**config.mk**
```make
export PLATFORM = sky130hd
export DESIGN_NAME = alu32_flags
export DESIGN_NICKNAME = d
export VERILOG_FILES = /design/src/rtl/alu_pkg.sv /design/src/rtl/alu32_addsub.sv /design/src/rtl/alu32_flags.sv
export SDC_FILE = /design/constraint.sdc
export NUM_CORES = 1
export LEC_CHECK = 0
export ABC_AREA = 1
export CORE_UTILIZATION = 60
export CTS_BUF_LIST = sky130_fd_sc_hd__clkbuf_4
export DETAILED_ROUTE_END_ITERATION = 8
export GPL_ROUTABILITY_DRIVEN = 1
export MAX_ROUTING_LAYER = met4
export PLACE_DENSITY_LB_ADDON = 0.08
export RECOVER_POWER = 100
export SLEW_MARGIN = 20
export SYNTH_ARGS = -nofsm -noshare
export SYNTH_HDL_FRONTEND = slang
export SYNTH_SLANG_ARGS = --single-unit
```
**constraint.sdc**
```tcl
create_clock -name clk -period 9.2 [get_ports clk]
set_clock_uncertainty 0.2 [all_clocks]
set_input_delay 1.84 -clock clk [delete_from_list [all_inputs] [get_ports clk]]
set_output_delay 1.84 -clock clk [all_outputs]
set_load 0.05 [all_outputs]
```
**src/rtl/alu_pkg.sv**
```systemverilog
// rtl/alu_pkg.sv - opcode encodings, flag layout and shared constants for alu32_flags
package alu_pkg;

    localparam int WIDTH  = 32;
    localparam int SHAMT_W = 5;
    localparam int CC_BIT = 4;

    localparam logic [5:0] OP_ADD  = 6'b000000;
    localparam logic [5:0] OP_AND  = 6'b000001;
    localparam logic [5:0] OP_OR   = 6'b000010;
    localparam logic [5:0] OP_XOR  = 6'b000011;
    localparam logic [5:0] OP_SUB  = 6'b000100;
    localparam logic [5:0] OP_ANDN = 6'b000101;
    localparam logic [5:0] OP_ORN  = 6'b000110;
    localparam logic [5:0] OP_XNOR = 6'b000111;
    localparam logic [5:0] OP_ADDX = 6'b001000;
    localparam logic [5:0] OP_SUBX = 6'b001100;
    localparam logic [5:0] OP_SLL  = 6'b100101;
    localparam logic [5:0] OP_SRL  = 6'b100110;
    localparam logic [5:0] OP_SRA  = 6'b100111;

    // Bit positions of the flags when packed as {n, z, v, c}.
    localparam int FLAG_N = 3;
    localparam int FLAG_Z = 2;
    localparam int FLAG_V = 1;
    localparam int FLAG_C = 0;

    typedef struct packed {
        logic n;
        logic z;
        logic v;
        logic c;
    } flags_t;

endpackage

```
**src/rtl/alu32_addsub.sv**
```systemverilog
// rtl/alu32_addsub.sv - 33-bit add/subtract core producing sum, carry/borrow and overflow
module alu32_addsub
    import alu_pkg::*;
(
    input  logic [WIDTH-1:0] a,
    input  logic [WIDTH-1:0] b,
    input  logic             sub,
    input  logic             cin,
    output logic [WIDTH-1:0] sum,
    output logic             carry,
    output logic             ovf
);

    logic [WIDTH-1:0] b_eff;
    logic             cin_eff;
    logic [WIDTH:0]   sum33;

    // A - B - cin is computed as A + ~B + !cin; the borrow is then the
    // inverted carry out of the top bit.
    assign b_eff   = sub ? ~b : b;
    assign cin_eff = sub ? ~cin : cin;
    assign sum33   = {1'b0, a} + {1'b0, b_eff} + {{WIDTH{1'b0}}, cin_eff};

    assign sum   = sum33[WIDTH-1:0];
    assign carry = sub ? ~sum33[WIDTH] : sum33[WIDTH];

    // Overflow when the effective operands share a sign the result does not.
    assign ovf = (a[WIDTH-1] == b_eff[WIDTH-1]) && (sum[WIDTH-1] != a[WIDTH-1]);

endmodule

```
**src/rtl/alu32_flags.sv**
```systemverilog
// rtl/alu32_flags.sv - 32-bit integer ALU with registered N/Z/V/C condition codes
module alu32_flags
    import alu_pkg::*;
(
    input  logic             clk,
    input  logic             rst_n,
    input  logic [WIDTH-1:0] a_in,
    input  logic [WIDTH-1:0] b_in,
    input  logic [5:0]       opcode,
    input  logic             carry_in,
    output logic [WIDTH-1:0] result,
    output logic             n,
    output logic             z,
    output logic             v,
    output logic             c
);

    logic [5:0]         base_op;
    logic [SHAMT_W-1:0] shamt;
    logic               as_sub;
    logic               as_cin;
    logic [WIDTH-1:0]   as_sum;
    logic               as_carry;
    logic               as_ovf;
    logic               op_valid;
    logic               op_arith;
    logic               cc_load;
    flags_t             flags_d;
    flags_t             flags_q;

    // Fold the set-cc variants onto their base code; shift codes keep bit5.
    assign base_op = opcode[5] ? opcode : {2'b00, opcode[3:0]};
    assign shamt   = b_in[SHAMT_W-1:0];

    // Bit2 of the low code selects subtract for SUB/SUBX, bit3 selects the
    // X variants that consume carry_in; other ops ignore the adder output.
    assign as_sub = opcode[2];
    assign as_cin = opcode[3] ? carry_in : 1'b0;

    alu32_addsub u_addsub (
        .a     (a_in),
        .b     (b_in),
        .sub   (as_sub),
        .cin   (as_cin),
        .sum   (as_sum),
        .carry (as_carry),
        .ovf   (as_ovf)
    );

    always_comb begin
        result   = '0;
        op_valid = 1'b1;
        op_arith = 1'b0;
        case (base_op)
            OP_ADD, OP_ADDX,
            OP_SUB, OP_SUBX: begin
                result   = as_sum;
                op_arith = 1'b1;
            end
            OP_AND:  result = a_in & b_in;
            OP_OR:   result = a_in | b_in;
            OP_XOR:  result = a_in ^ b_in;
            OP_ANDN: result = a_in & ~b_in;
            OP_ORN:  result = a_in | ~b_in;
            OP_XNOR: result = ~(a_in ^ b_in);
            OP_SLL:  result = a_in << shamt;
            OP_SRL:  result = a_in >> shamt;
            OP_SRA:  result = $unsigned($signed(a_in) >>> shamt);
            default: op_valid = 1'b0;
        endcase
    end

    // Shifts live at bit5=1, so they can never hit the cc path.
    assign cc_load = op_valid && !opcode[5] && opcode[CC_BIT];

    always_comb begin
        flags_d   = '0;
        flags_d.n = result[WIDTH-1];
        flags_d.z = (result == '0);
        flags_d.v = op_arith ? as_ovf   : 1'b0;
        flags_d.c = op_arith ? as_carry : 1'b0;
    end

    always_ff @(posedge clk or negedge rst_n) begin
        if (!rst_n) begin
            flags_q <= '0;
        end else if (cc_load) begin
            flags_q <= flags_d;
        end
    end

    assign n = flags_q.n;
    assign z = flags_q.z;
    assign v = flags_q.v;
    assign c = flags_q.c;

endmodule

```
==> flow_summary.toml <==
[placed_design]
place_ws_ns = 1.51
placed_area_um2 = 9280
port_buffers = 108
place_inst = 1946
hpwlAfterDp_um = 28800
place.gp.congestion = 1.09

[worst_setup_path]
timing.critical_path.slowest_cell_delay_ns = 0.86
path_cells = "clkbuf_1 -> buf_4 -> xor2_1 -> ha_1 -> nand2_1 -> nor2_1 -> and3_1 -> nand2_1 -> nand2_1 -> nand2_1 -> nand3_1 -> nand2_1 -> nor2_1 -> nor2_1 -> inv_1 -> dlygate4sd3_1"
cp.arrival_ns = 5.96
criticalPathCategory = "input port to output pin"
cp-end-kind = "output pin"
path_max_fanout = 28
worstReg2RegEnd = "c$_DFFE_PN0P_"
ff2ff_setup_slack_ns = 8.29
r2r_start = "c$_DFFE_PN0P_"
required_ns = 7.16
crit_top_cell = "nand2_1"
startpoint_type = "input port"
reg2reg_depth = 2
crit_path_top_delay_cell = "dlygate4sd3_1"

[finish]
design_area_um2 = 9300
area_delta_synth_final_pct = 11.9
stdcell_count = 1949
num_antenna_cells = 0
nets = 1882
drive_gt1_share_pct = 3.67

[pwr]
clkPwrFrac_pct = 3.0
total_power_mw = 0.714
p_leak_nw = 5.15
swShare_pct = 65.9
powerDensity_nw_per_um2 = 76.8
p_switching_mw = 0.471
power_frac_comb_pct = 94.3
vdd_drop_max_uv = 74.3
power_frac_seq_pct = 2.8
intPower_mw = 0.243

[clock_network]
cts_made_buffers = 3
clockBufferDepth = 2
cts_setup_buffers = 0
clockRootBuffer = "clkbuf_4"
htreeDepth = 1
hold_buffers = 0
cts.clk_slew.worst_paths_ns = 0.03
cts_tree = "yes"
numClockSinks = 4
worst_skew_pair.late_latency_ns = 0.23
cts_resized = 0

[sta]
rsz0062_at_grt = "no"
maxSlewHeadroom_pct = 20.8
totalNegativeSetupSlack_ns = 0
finalCritPeriodShare_pct = 87.0
slew_violations = 0
hold_violations = 0
setup_viol = 0
period_minus_slack_ns = 8.00
fin_ws_ns = 1.20
worst_slew_pin_slew_ns = 1.18
max_clock_freq_mhz = 125

[die]
coreArea_um2 = 13400
ioPinCount = 109
fp-row-count = 42
die_y_um = 120
initial_core_util_pct = 62.1
die_area_um2 = 14300
fp.dieW_um = 120

[global_route]
grt-ovfl-total = 0
grt_pass1_wl_um = 55300
grt_usage_pct = 50.3
grt_max_degree = 69
grt_pass1_vias = 10700
antenna_found_initial = 0

[detailed_routing]
dr.pass1.iters = 8
drt_iter0_markers = 1882
drc = 0
routed_wirelength_um = 35900
viasPerCell = 6.22
vias = 12100
wire_per_inst_um = 18.4
ant_nets = 0

[job]
cap_violations = 0

[hold_path]
min_path_cells = 2
holdPathEnd = "z$_DFFE_PN0P_"
worstHoldStart = "z$_DFFE_PN0P_"
hp-class = "register to register"

[run_status]
outcome = "finished, final reports clean"

[logic_synthesis]
ys_seq_area_share_pct = 1.20
ys_async_sr_fraction_pct = 100
ys_dominant_reg_cell = "dfrtp_1"
synth-edff-count = 0
netlist_area_um2 = 8320
syn_avg_cell_area_um2 = 4.84
syn_nets = 1827
syn_inst = 1720
ys_warn_count = 0
ys_seq_elements = 4
yosysUniqueCellTypes = 49
layout by cell type, fill, tap and decap left out, types with 4 or more instances in the layout:
| cell type | instances |
|---|---|
| a21oi_1 | 56 |
| and2_1 | 8 |
| and3_1 | 4 |
| buf_4 | 10 |
| clkdlybuf4s50_1 | 67 |
| dfrtp_1 | 4 |
| dlygate4sd3_1 | 37 |
| ha_1 | 32 |
| inv_1 | 156 |
| inv_2 | 7 |
| nand2_1 | 634 |
| nand2_2 | 16 |
| nand3_1 | 353 |
| nand3b_1 | 13 |
| nand4_1 | 20 |
| nor2_1 | 152 |
| nor2_2 | 5 |
| o211ai_1 | 12 |
| o21ai_0 | 61 |
| o21ai_1 | 13 |
| or2_2 | 9 |
| xnor2_1 | 20 |
| xor2_1 | 39 |
sequential cells by signal (all words and copies together) (netlist names):
signal and count:
n 1, v 1, c 1, z 1
power groups by stage:
stage,logic [mW],registers (mW),clock network [mW]
final,0.673,0.0199,0.0212
after global routing,0.726,0.0201,0.0222
after CTS,0.657,0.0200,0.0216
after detailed placement,0.655,0.0202,0
after global placement,0.646,0.0201,0
after floorplan,0.451,0.0252,0
worst max-delay path: cells and delay by family:
family	cells	cell delay (ns)
and+or+nand+nor	10	1.40
buffers and inverters	4	2.08
xor gates and xnor gates	1	0.19
adders and majority gates	1	0.40
synth_stat cells, types with 3 or more instances:
| cell type | n | share of area [%] |
|---|---|---|
| xor2_1 | 39 | 4.1 |
| a21oi_1 | 56 | 3.4 |
| dfrtp_1 | 4 | 1.2 |
| nor2_2 | 5 | 0.38 |
| nand3_2 | 3 | 0.36 |
| and3_1 | 4 | 0.30 |
| nor2_1 | 152 | 6.9 |
| buf_1 | 12 | 0.54 |
| nand4_1 | 20 | 1.5 |
| buf_4 | 10 | 0.90 |
| buf_2 | 25 | 1.5 |
| clkbuf_1 | 12 | 0.54 |
| and2_1 | 8 | 0.60 |
| nor3_1 | 3 | 0.18 |
| nand2_2 | 16 | 1.2 |
| inv_1 | 157 | 7.1 |
| buf_6 | 9 | 1.2 |
| inv_2 | 6 | 0.27 |
| clkinv_1 | 3 | 0.14 |
| xnor2_1 | 20 | 2.1 |
| o21ai_0 | 61 | 3.7 |
| or2_2 | 9 | 0.68 |
| nand3b_1 | 13 | 1.2 |
| o211ai_1 | 12 | 1.1 |
| ha_1 | 32 | 4.8 |
| nand2_1 | 634 | 29 |
| nand3_1 | 353 | 21 |
| a22oi_1 | 3 | 0.27 |
| nor2_4 | 3 | 0.41 |
| o21ai_1 | 13 | 0.78 |
worst max-delay path by stage:
stage	endpoint	cells after the start	slack [ns]	startpoint
global placement	result[22]	20	1.59	opcode[3]
floorplan	result[4]	13	2.72	opcode[2]
detailed placement	result[12]	16	1.51	opcode[3]
CTS	result[12]	16	1.50	opcode[3]
global route	result[29]	16	0.99	opcode[2]
finish	result[29]	16	1.20	opcode[2]
cell families after synthesis:
group	Yosys count	share of synthesized area [%]
AND/OR/NAND/NOR	1227	63.9
AO/OA/AOI/OAI	159	10.5
XOR/XNOR	61	6.74
buffers and inverters	235	12.3
flip-flops	4	1.20
adder cells (fa/ha/maj)	34	5.30
layer usage:
| metal | global-route usage [%] | up-vias | share of wire, % |
|---|---|---|---|
| met3 | 8.89 | 183 | 13 |
| met4 | 28.0 | 0 | 6.6 |
| met2 | 74.6 | 894 | 42 |
| met1 | 64.2 | 5326 | 38 |
| met5 | - | - | 0 |
| li1 | - | 5725 | - |
metrics by stage:
| step | hold WS [ns] | utilization (%) |
|---|---|---|
| after detailed placement | 0.269 | 69.3 |
| after global placement | 0.275 | 69.3 |
| after global routing | 0.293 | 69.4 |
| final | 0.270 | 69.4 |
| after floorplan | 0.557 | - |
| after CTS | 0.276 | 69.4 |
area by class of cell:
class	instances	area [µm²]
multi-input cells	1481	7200
fillers	1372	4100
repair buffers	118	1130
inverters	167	629
well taps	176	220
flip-flops and latches	4	100
clock buffers	3	22.5
No activity file was read; power rests on OpenSTA's default activity.
